`src/rtl/axi_stream_window_ctrl.sv`:
```
// -----------------------------------------------------------------------------
// axi_stream_window_ctrl
//
// Control path for a 3x3 sliding-window filter on an AXI4-Stream video input.
// It tracks the row/column position of every pixel and forwards pixels to the
// external window datapath as a registered shift strobe. When a pixel completes
// a full 3x3 neighbourhood, it raises a window-valid handshake on the output
// side. It also checks tlast against the configured line length and raises a
// sticky error on a protocol violation.
//
// Ports
//   clk_i, rst_n_i      clock (rising edge), asynchronous active-low reset
//   width_m1_i          pixels per row minus 1, latched on SOF
//   height_m1_i         rows per frame minus 1, latched on SOF
//   s_t*_i / s_tready_o AXI-Stream pixel input (tuser = SOF, tlast = EOL)
//   pix_o, pix_valid_o  pixel + shift strobe to the window datapath
//   line_len_o          latched width_m1 for the datapath line buffers
//   m_t*_o / m_tready_i window-result handshake (tuser = first, tlast = EOL)
//   frame_done_o        pulses when the last window of a frame is taken
//   err_o               sticky protocol error, cleared only by reset
// -----------------------------------------------------------------------------
`timescale 1ns/1ps
module axi_stream_window_ctrl #(
    parameter int DW_G = 8,
    parameter int CW_G = 13
) (
    input  logic            clk_i,
    input  logic            rst_n_i,
    input  logic [CW_G-1:0] width_m1_i,
    input  logic [CW_G-1:0] height_m1_i,
    input  logic [DW_G-1:0] s_tdata_i,
    input  logic            s_tvalid_i,
    input  logic            s_tuser_i,
    input  logic            s_tlast_i,
    output logic            s_tready_o,
    output logic [DW_G-1:0] pix_o,
    output logic            pix_valid_o,
    output logic [CW_G-1:0] line_len_o,
    output logic            m_tvalid_o,
    input  logic            m_tready_i,
    output logic            m_tuser_o,
    output logic            m_tlast_o,
    output logic            frame_done_o,
    output logic            err_o
);

    typedef enum logic [1:0] {IDLE, PRIME, RUN} state_t;

    localparam logic [CW_G-1:0] TWO = CW_G'(2);
    localparam logic [CW_G-1:0] ONE = CW_G'(1);

    state_t          state_q, state_d;
    logic [CW_G-1:0] col_q, col_d, row_q, row_d;
    logic [CW_G-1:0] wm1_q, wm1_d, hm1_q, hm1_d;
    logic [DW_G-1:0] pix_q, pix_d;
    logic            pix_valid_q, pix_valid_d;
    logic            m_tvalid_q, m_tvalid_d;
    logic            m_tuser_q, m_tuser_d;
    logic            m_tlast_q, m_tlast_d;
    logic            m_eof_q, m_eof_d;   // pending window is the last of its frame
    logic            err_q, err_d;

    logic            accept, sof, fwd, win, col_end, frame_end, tlast_bad, first_win;
    logic [CW_G-1:0] cur_col, cur_row, cur_w, cur_h;

    assign s_tready_o = !m_tvalid_q || m_tready_i;

    always_comb begin
        state_d     = state_q;
        col_d       = col_q;
        row_d       = row_q;
        wm1_d       = wm1_q;
        hm1_d       = hm1_q;
        pix_d       = pix_q;
        pix_valid_d = 1'b0;
        m_tvalid_d  = m_tvalid_q;
        m_tuser_d   = m_tuser_q;
        m_tlast_d   = m_tlast_q;
        m_eof_d     = m_eof_q;
        err_d       = err_q;

        accept = s_tvalid_i && s_tready_o;
        sof    = accept && s_tuser_i;
        fwd    = accept && (s_tuser_i || state_q != IDLE);

        // An SOF pixel sits at (0,0) of the newly configured frame, so it is
        // checked against the incoming config rather than the latched one.
        cur_col = sof ? '0          : col_q;
        cur_row = sof ? '0          : row_q;
        cur_w   = sof ? width_m1_i  : wm1_q;
        cur_h   = sof ? height_m1_i : hm1_q;

        col_end   = (cur_col == cur_w);
        frame_end = col_end && (cur_row == cur_h);
        tlast_bad = (s_tlast_i != col_end);
        first_win = (cur_row == TWO) && (cur_col == TWO);
        // Rows/cols >= 2 imply width/height >= 2, so tiny frames never window.
        win       = fwd && !tlast_bad && (cur_row >= TWO) && (cur_col >= TWO);

        if (sof) begin
            wm1_d   = width_m1_i;
            hm1_d   = height_m1_i;
            state_d = PRIME;
            if (state_q != IDLE) err_d = 1'b1;
        end

        if (fwd) begin
            pix_d       = s_tdata_i;
            pix_valid_d = 1'b1;
            if (tlast_bad) begin
                // Lost line sync: drop back and wait for the next SOF.
                err_d   = 1'b1;
                state_d = IDLE;
                col_d   = '0;
                row_d   = '0;
            end else begin
                if (col_end) begin
                    col_d = '0;
                    row_d = cur_row + ONE;
                end else begin
                    col_d = cur_col + ONE;
                    row_d = cur_row;
                end
                if (frame_end) begin
                    state_d = IDLE;
                    col_d   = '0;
                    row_d   = '0;
                end else if (first_win) begin
                    state_d = RUN;
                end
            end
        end

        // Hold the window result while downstream stalls; no pixel can be
        // accepted in that case because s_tready_o is low.
        if (!(m_tvalid_q && !m_tready_i)) begin
            m_tvalid_d = win;
            m_tuser_d  = win && first_win;
            m_tlast_d  = win && col_end;
            m_eof_d    = win && frame_end;
        end
    end

    always_ff @(posedge clk_i or negedge rst_n_i) begin
        if (!rst_n_i) begin
            state_q     <= IDLE;
            col_q       <= '0;
            row_q       <= '0;
            wm1_q       <= '0;
            hm1_q       <= '0;
            pix_q       <= '0;
            pix_valid_q <= 1'b0;
            m_tvalid_q  <= 1'b0;
            m_tuser_q   <= 1'b0;
            m_tlast_q   <= 1'b0;
            m_eof_q     <= 1'b0;
            err_q       <= 1'b0;
        end else begin
            state_q     <= state_d;
            col_q       <= col_d;
            row_q       <= row_d;
            wm1_q       <= wm1_d;
            hm1_q       <= hm1_d;
            pix_q       <= pix_d;
            pix_valid_q <= pix_valid_d;
            m_tvalid_q  <= m_tvalid_d;
            m_tuser_q   <= m_tuser_d;
            m_tlast_q   <= m_tlast_d;
            m_eof_q     <= m_eof_d;
            err_q       <= err_d;
        end
    end

    assign pix_o        = pix_q;
    assign pix_valid_o  = pix_valid_q;
    assign line_len_o   = wm1_q;
    assign m_tvalid_o   = m_tvalid_q;
    assign m_tuser_o    = m_tuser_q;
    assign m_tlast_o    = m_tlast_q;
    assign frame_done_o = m_tvalid_q && m_tready_i && m_eof_q;
    assign err_o        = err_q;

endmodule

```
`config.mk`:
```
export PLATFORM = sky130hd
export DESIGN_NAME = axi_stream_window_ctrl
export DESIGN_NICKNAME = d
export VERILOG_FILES = /design/src/rtl/axi_stream_window_ctrl.sv
export SDC_FILE = /design/constraint.sdc
export NUM_CORES = 1
export LEC_CHECK = 0
export ABC_AREA = 1
export BUFFER_PORTS_ARGS = -buffer_cell sky130_fd_sc_hd__buf_2
export CORE_MARGIN = 2
export CORE_UTILIZATION = 35
export DETAILED_ROUTE_END_ITERATION = 8
export GPL_ROUTABILITY_DRIVEN = 0
export HOLD_SLACK_MARGIN = 0.02
export PLACE_DENSITY_LB_ADDON = 0.12
export SLEW_MARGIN = 30
export SYNTH_ARGS = -nofsm -noshare
export SYNTH_HDL_FRONTEND = slang
export SYNTH_SLANG_ARGS = --single-unit
export TNS_END_PERCENT = 10
```
`constraint.sdc`:
```
create_clock -name clk_i -period 1.8 [get_ports clk_i]
set_input_delay 0.09 -clock clk_i [delete_from_list [all_inputs] [get_ports clk_i]]
set_output_delay 0.09 -clock clk_i [all_outputs]
set_load 0.02 [all_outputs]
```
Word level (Yosys, flattened, before mapping)
Index checks and enable logic that the tools add are counted.
- register bits after elaboration: 68
- logic and storage cells: 61
- add/sub/neg operators: 2
- magnitude comparators: 2
- equality and inequality tests: 5
- multiplexer cells: 20
- reductions and logical operators: 20
- operators with widths (operator ; count):
    13-bit two-way mux ; 10
    13-bit by 1-bit adder with 13-bit output, second input constant ; 2
    13-bit == test ; 2
    13-bit by 2-bit == test with 1-bit output, second input constant ; 2
    13-bit by 2-bit >= comparator with 1-bit output, second input constant ; 2
    1-bit logical AND ; 14
    2-bit two-way mux ; 5
    1-bit two-way mux ; 5
    1-bit zero test ; 3
    1-bit logical OR ; 2
    2-bit nonzero test ; 1
    1-bit inequality test ; 1

Depth between registers and ports, before layout
Gate-level depths: netlist of run 1.
- depth after elaboration: 12
- depth in mapped cells: 19
- mapped depth without buffers: 17

Least setup slack after synthesis of run 1
OpenSTA, ideal clock, no wires.
- path kind: register -> register
- start: register m_tvalid_q, in the netlist m_tvalid_o
- end: register row_q[5]
- arrival: 2021 ps
- data required time: 1682 ps
- slack: -338 ps
- stages on the path, launching flop included: 14
- path buffers: 2
- clock period less this slack: 2138 ps
- path through: dfrtp_1 nand2_2 buf_1 nand4_1 nand3_1 nand2_1 nor2_1 nand3_1 nor2_1 and2_4 nor2_2 buf_6 nand3_1 nand2_1
- longest elaborated chain between the ends: 9
- ends and longest elaborated chain (item ; line ; source):
    start, declared ; 57 ; logic m_tvalid_q, m_tvalid_d;
    start signal, assigned ; 166 ; m_tvalid_q <= m_tvalid_d;
    1-bit zero test (*) ; 66 ; assign s_tready_o = !m_tvalid_q || m_tready_i;
    1-bit logical OR (*) ; 66 ;
    via s_tready_o ; 35 ; output logic s_tready_o,
    1-bit logical AND (*) ; 82 ; accept = s_tvalid_i && s_tready_o;
    1-bit logical AND ; 83 ; sof = accept && s_tuser_i;
    13-bit two-way mux (on tied branches) ; - ;
    13-bit by 1-bit adder with 13-bit output, or another cell as far along ; 119 ; row_d = cur_row + ONE;
    13-bit two-way mux or 1-bit logical AND (tied branches) ; 117, 94 ;
    13-bit two-way mux ; 124 ; if (frame_end) begin
    13-bit two-way mux ; 110 ; if (tlast_bad) begin
    end signal, assigned ; 161 ; row_q <= row_d;
    end, declared ; 53 ; logic [CW_G-1:0] col_q, col_d, row_q, row_d;
Mark *: on every way through the listed nets, which the timed path passes. The rest lies on a longest branch.
A chain may end at the register's enable or synchronous reset.

Worst setup path in the final report of run 1
- start: register m_tvalid_q, in the netlist m_tvalid_o
- end: register col_q[12]
- longest elaborated chain between the ends: 9
- ends and longest elaborated chain (item ; line ; source):
    1-bit zero test (*) ; 66 ;
    1-bit logical OR (*) ; 66 ;
    1-bit logical AND (*) ; 82 ;
    1-bit logical AND ; 83 ;
    13-bit two-way mux (on tied branches) ; - ;
    13-bit by 1-bit adder with 13-bit output, or another cell as far along ; 121 ; col_d = cur_col + ONE;
    13-bit two-way mux or 1-bit logical AND (tied branches) ; 117, 94 ;
    13-bit two-way mux ; 124 ;
    13-bit two-way mux ; 110 ;
    end signal, assigned ; 160 ; col_q <= col_d;
    end, declared ; 53 ;
Mark *: on every way between the ends. The rest lies on a longest branch, timed or not.

==> qor.txt, run 1 <==
run status - complete, but fails checks
violated checks - negative setup slack
vias - 4789
async set-reset flop share out of synthesis - 100%
total CTS buffers - 9
max incr delay on CP - 0.38 ns
Die ar. - 0.0134 mm²
CP Launch Type - register
post-synth cell types - 31
first-pass GRT wire length - 23300 µm
GRT overflow - 0
Final ANT Viol Nets - 0
root buffer cell - clkbuf_16
Arr. time, crit path - 2.43 ns
DRC - 0
largest net degree at the start of global routing - 69
Leak Pwr - 0.00358 µW
Boundary Pins - 68
DP Cell Count - 957
total routed wirelength - 14400 µm
worst rel slew slack - 74.0%
Seq/Total Area, Yosys - 39.0%
Synth Cell Area - 0.00437 mm²
critical path, cell by cell - nand2_4, nand3_4, buf_12, buf_8, nand2_1, buf_4, inv_1, ha_1, nand2_1, nor2_2, buf_4, nand3_1, xor2_1, o21ai_0
CTS tree - yes
share of the synthesized area in the top cell type - 39.0%
unrepaired setup endpoints after global routing - true
clock sinks - 68
core area - 0.0121 mm²
nets@finish - 865
Worst Max-Slew Pin Slew - 0.390 ns
vias in the first global route - 4566
Crit-path slowest cell - dfrtp_2
GRT Total Usage - 22.7%
CTS H-tree lvls - 3
PwrDens - 668 mW/mm²
initial antenna violation count - 0
n_diodes - 0
Initial Util - 36.1%
area leader, netlist - dfrtp_1
final period utilization - 120%
Slew Viols, Final - 0
CP top delay family - buffers and inverters
clock tree buffer depth - 2
Worst IR Drop VDD - 0.355 mV
Die H - 116 µm
CP endpoint kind - register
Die X - 116 µm
Fmax - 0.461 GHz
I/O Buffers - 67
Fin Clk Skew - 0.0111 ns
non-filler cells in the finished layout - 995
synth top area cells - dfrtp_1 39%, nand2_1 18%, nand3_1 8.7%
Critical Path RT - 2.06 ns
maxcap violations - 0
area grow syn2layout - 49.3%
share of cells above drive strength 1 - 33.4%
Final min period - 2.17 ns
clock latency on the worst-skew pair - 0.34 ns
ys flop type - dfrtp_1
Setup Crit Path Kind - register to register
synthesized area per cell - 6.78 µm²
dpl ws - -0.454 ns
YS warnings - 0
Final HPWL DP - 10300 µm
Final WS setup - -0.367 ns
synthesized flop and latch total - 68
vias per inst - 4.81
Iter 0 DRT Violations - 471
Net Count, Synth - 687
first drt pass iteration count - 6
Avg WL per Cell - 14.5 µm
worst min-delay path category - input pin to register
final hold slack - 0.0910 ns
Post-synth EDFFs - 0
CP Buf/Inv Count - 5
Final Hold Fails - 0
Rows - 40
peak fanout along the critical path - 8
Syn Inst Count - 644
final setup vio count - 33
Clock Pin Slew Worst Setup and Hold Paths - 0.06 ns
fin util - 53.8%
worst paths after layout:
path | cells after the start | slack, ns | start | to
min in group asynchronous | 3 | 0.29 | rst_n_i | line_len_o[5]
setup / recovery | 14 | -0.37 | m_tvalid_o | col_q[12]
hold / removal | 4 | 0.09 | height_m1_i[1] | hm1_q[1]
max in group asynchronous | 3 | 1.16 | rst_n_i | m_tvalid_o
setup reg to reg | 14 | -0.37 | m_tvalid_o | col_q[12]
hold reg to reg | 2 | 0.47 | pix_o[0] | pix_o[0]
worst reg2reg max path, cell delays in order (launching register included):
cell	delay [ns]
dfrtp_2	0.38
nand2_4	0.07
nand3_4	0.09
buf_12	0.14
buf_8	0.14
nand2_1	0.08
buf_4	0.14
inv_1	0.07
ha_1	0.16
nand2_1	0.08
nor2_2	0.14
buf_4	0.15
nand3_1	0.13
xor2_1	0.19
o21ai_0	0.13
power breakdown:
group	switching, µW	total (µW)	internal [µW]
clock	652	1700	1040
sequential	58.1	1700	1640
combinational	549	956	407
logic make-up (layout without fill, tap and decap cells):
family	count (synthesis)	in the layout	synth area share, %
AND/OR/NAND/NOR	397	397	40.5
XOR/XNOR	14	14	2.81
buffers and inverters	127	310	12.2
AO/OA/AOI/OAI	35	35	4.64
adder cells (fa/ha/maj)	3	3	0.860
flip-flops	68	68	39.0
layout make-up:
type                            count  area [µm²]
Fill cell                        1197        5590
Multi-Input combinational cell    449        2420
Sequential cell                    68        1700
Timing Repair Buffer              191        1510
Inverter                          103         389
Clock buffer                       15         278
Tap cell                          168         210
Clock inverter                      1        5.00
per-stage QoR:
stage / TNS (ns) / total power, µW / instance area, µm²
2_1_floorplan: -4.05 / 2190 / 4410
3_3_place_gp: -11.72 / 2560 / 5660
3_5_place_dp: -11.52 / 2560 / 5660
4_1_cts: -10.05 / 4360 / 6390
5_1_grt: -14.55 / 4570 / 6520
6_report: -10.29 / 4360 / 6520
repair_timing:
action | in CTS | in global routing
pin swaps | 28 | 16
hold endpoints to repair | 79 | 0
resized for setup | 60 | 34
buffers inserted | 6 | 1
hold buffers | 12 | 0
cloned | 3 | 0
setup endpoints to repair | 33 | 41
cells in the mapped netlist, types with 4 or more instances:
cell type	n
and2_1	22
buf_2	10
buf_4	6
clkbuf_1	4
dfrtp_1	68
inv_1	94
inv_2	6
nand2_1	206
nand3_1	76
nand4_1	26
nor2_1	46
nor3_1	7
nor4_1	4
o21ai_0	14
o21ai_1	5
o22ai_1	9
xor2_1	12
per-layer routing:
metal  vias up  global-route usage, %  wire, µm
li1       2383                      -         -
met1      2221                   33.8      7020
met2       162                   33.6      6080
met3        23                   3.66      1030
met4         0                   7.06       255
met5         -                      0         0
flip-flops by register name, summed over array words and instances (netlist names):
signal and flops:
m_tlast_o 1, line_len_o 13, pix_valid_o 1, col_q 13, hm1_q 13, m_eof_q 1
row_q 13, err_o 1, pix_o 8, m_tvalid_o 1, state_q 2, m_tuser_o 1
cells in the final DEF (no fill, tap or decap), types with 4 or more instances in the layout:
| cell | n |
|---|---|
| and2_1 | 21 |
| buf_12 | 9 |
| buf_2 | 67 |
| buf_4 | 91 |
| buf_6 | 6 |
| clkbuf_16 | 9 |
| dfrtp_1 | 67 |
| dlygate4sd3_1 | 12 |
| inv_1 | 91 |
| inv_2 | 10 |
| nand2_1 | 181 |
| nand2_2 | 22 |
| nand2_4 | 5 |
| nand3_1 | 59 |
| nand3_2 | 18 |
| nand4_1 | 26 |
| nor2_1 | 38 |
| nor2_2 | 5 |
| nor2_4 | 7 |
| nor3_1 | 4 |
| o21ai_0 | 7 |
| o21ai_1 | 8 |
| o21ai_2 | 4 |
| o22ai_1 | 9 |
| xor2_1 | 12 |
(Power assumes the default switching activity.)
==> inputs of run 2 (changes only) <==
--- a/config.mk
+++ b/config.mk
@@ -8,7 +8,7 @@
 export ABC_AREA = 1
 export BUFFER_PORTS_ARGS = -buffer_cell sky130_fd_sc_hd__buf_2
 export CORE_MARGIN = 2
-export CORE_UTILIZATION = 35
+export CORE_UTILIZATION = 57
 export DETAILED_ROUTE_END_ITERATION = 8
 export GPL_ROUTABILITY_DRIVEN = 0
 export HOLD_SLACK_MARGIN = 0.02
==> constraint.sdc (replaced) <==
create_clock -name clk_i -period 2.1 [get_ports clk_i]
set_input_delay 0.105 -clock clk_i [delete_from_list [all_inputs] [get_ports clk_i]]
set_output_delay 0.105 -clock clk_i [all_outputs]
set_load 0.02 [all_outputs]
==> qor.txt, run 2 (synthesis gave the netlist of run 1 again) <==
vias in the first global route - 4502 (-1.4%)
violated checks - negative setup slack
Int Power - 2470 µW (-20%)
share of cells above drive strength 1 - 26.5% (-6.8 points)
Arr. time, crit path - 2.65 ns (+0.22 ns)
run status - complete, but fails checks
root buffer cell - clkbuf_8
total routed wirelength - 14400 µm (+0.40%)
PwrDens - 594 mW/mm² (-11%)
first drt pass iteration count - 6 (unchanged)
most frequent cells in the layout - 196 x nand2_1, 91 x inv_1, 68 x dfrtp_1
unrepaired setup endpoints after global routing - true
capturing point of the worst reg2reg path - row_q[2]
Final WS setup - -0.310 ns (+0.0569 ns)
Final Hold Fails - 0 (unchanged)
CP top delay family - simple AND/OR/NAND/NOR gates
DP Cell Count - 840 (-12%)
Seq pwr share - 41.3% (+2.2 points)
CP Buf/Inv Count - 3 (-2)
DRC - 0 (unchanged)
switching share of power - 29.6% (+0.70 points)
Boundary Pins - 68 (unchanged)
total CTS buffers - 9 (unchanged)
worst rel slew slack - 63.1% (-11 points)
vias - 5047 (+5.4%)
nets@finish - 822 (-5.0%)
Iter 0 DRT Violations - 548 (+16%)
CP Launch Type - register
worst min-delay path category - input pin to register
clock sinks - 68 (unchanged)
largest net degree at the start of global routing - 28 (-59%)
Clock Pin Slew Worst Setup and Hold Paths - 0.08 ns (+0.02 ns)
Psw - 1040 µW (-17%)
Leak Pwr - 0.00328 µW (-8.5%)
Critical Path RT - 2.34 ns (+0.28 ns)
Worst R2R Path Depth - 16 (+2)
n_diodes - 0 (unchanged)
crit-path most repeated cell - nand2_1
peak fanout along the critical path - 6 (-2)
critical path, cell by cell - nand2_4, nand3_4, clkbuf_16, nand3_1, nand2_1, nor2_1, nand2_1, inv_1, nand2_2, nor2_4, buf_6, nand2_1, o21ai_1, nor2_1, nand2_1, nand2_1
final hold slack - 0.0951 ns (+0.00413 ns)
RR Startpoint - m_tvalid_o
first-pass GRT wire length - 20800 µm (-11%)
hold wc startpoint - width_m1_i[5]
vias per inst - 5.72 (+19%)
Setup Crit Path Kind - register to register
Final min period - 2.41 ns (+0.243 ns)
CP endpoint kind - register
Final HPWL DP - 8820 µm (-14%)
core area - 0.00733 mm² (-39%)
area grow syn2layout - 35.5%
Fmax - 0.415 GHz (-10%)
final setup vio count - 33 (unchanged)
Die H - 91.5 µm (-21%)
clock share of power - 36.8% (-2.2 points)
GRT overflow - 0 (unchanged)
Comb pwr share - 21.9% (about the same)
CTS H-tree lvls - 3 (unchanged)
clock tree buffer depth - 2 (unchanged)
clock latency on the worst-skew pair - 0.35 ns (about the same)
Hold Path End - line_len_o[5]
Final ANT Viol Nets - 0 (unchanged)
maxcap violations - 0 (unchanged)
Setup crit start - m_tvalid_o
final period utilization - 115% (-5.6 points)
Worst Max-Slew Pin Slew - 0.554 ns (+0.164 ns)
commonest non-fill, non-tap cell in the layout - nand2_1
GRT Total Usage - 31.1% (+8.4 points)
I/O Buffers - 67 (unchanged)
worst hold stages - 4 (unchanged)
Die X - 91.5 µm (-21%)
Initial Util - 59.6% (+24 points)
Die ar. - 0.00838 mm² (-37%)
Rows - 31 (-23%)
initial antenna violation count - 0 (unchanged)
Crit-path slowest cell - dfrtp_1
max incr delay on CP - 0.41 ns (+0.03 ns)
Worst IR Drop VDD - 0.419 mV (+18%)
Fin Clk Skew - 0.0181 ns (+0.00692 ns)
Avg WL per Cell - 16.4 µm (+13%)
reg-to-reg setup timing slack - -0.31 ns (+0.06 ns)
non-filler cells in the finished layout - 883 (-11%)
Slew Viols, Final - 0 (unchanged)
CTS tree - yes
-- run 2: cell count changes in the layout (fill, tap and decap cells not counted), moves of 3 or more --
cell | before | now
buf_4 | 91 | 49
nand2_2 | 22 | 11
clkbuf_16 | 9 | 4
buf_8 | 3 | 0
buf_12 | 9 | 4
buf_6 | 6 | 9
nand3_1 | 59 | 66
nand2_4 | 5 | 1
nand3_2 | 18 | 11
clkbuf_8 | 3 | 12
nand2_1 | 181 | 196
-- run 2: power groups by stage --
stage / logic (µW) / registers [µW] / clock network (µW)
after floorplan: 328 / 1540 / 0
final: 770 / 1450 / 1290
after global routing: 837 / 1460 / 1350
after global placement: 624 / 1470 / 0
after CTS: 684 / 1450 / 1290
after detailed placement: 639 / 1480 / 0
-- run 2: final cells by class --
type / instances / area [µm²]
fillers: 486 / 1410
clock inverters: 3 / 67.6
repair buffers: 147 / 1140
inverters: 103 / 388
well taps: 99 / 124
clock buffers: 13 / 169
multi-input cells: 450 / 2330
flip-flops and latches: 68 / 1700
-- run 2: layer usage --
metal | vias to the layer above | routed length (µm) | GRT usage, %
met4 | 0 | 566 | 9.22
met1 | 2330 | 5560 | 40.9
met2 | 339 | 6680 | 50.6
met5 | - | 0 | 0
li1 | 2293 | - | -
met3 | 85 | 1630 | 7.80
-- run 2: what timing repair did --
action | 4_1_cts | 5_1_grt
resized for setup | 21 | 43
gates cloned | 2 | 6
pin swaps | 5 | 20
endpoints found under the hold margin | 35 | 0
setup buffers | 0 | 6
endpoints found under the setup margin | 19 | 41
hold buffers | 13 | 0
-- run 2: metrics by stage --
| step | TNS [ns] | util [%] | worst slack (ns) | total power (µW) | area, µm² |
|---|---|---|---|---|---|
| 6_report | -7.15 | 80.7 | -0.310 | 3520 | 5920 |
| 5_1_grt | -8.52 | 80.7 | -0.344 | 3650 | 5920 |
| 4_1_cts | -0.217 | 76.3 | -0.0496 | 3420 | 5590 |
| 3_5_place_dp | -2.24 | 69.9 | -0.208 | 2110 | 5120 |
| 3_3_place_gp | -1.10 | 69.9 | -0.114 | 2100 | 5120 |
| 2_1_floorplan | 0 | - | 0.0186 | 1870 | 4370 |
-- run 2: worst max path at each step --
| stage | end | slack, ns | depth (start not counted) |
|---|---|---|---|
| 3_3_place_gp | row_q[0] | -0.11 | 16 |
| 3_5_place_dp | state_q[0] | -0.21 | 16 |
| 4_1_cts | state_q[0] | -0.05 | 16 |
| 5_1_grt | row_q[2] | -0.34 | 16 |
| 6_report | row_q[2] | -0.31 | 16 |
| 2_1_floorplan | row_q[5] | 0.02 | 15 |
-- run 2: tightest hold or removal path, delay by kind of cell --
kind                   cells  cell delay (ns)
buffers and inverters      2             0.10
and+or+nand+nor            2             0.21
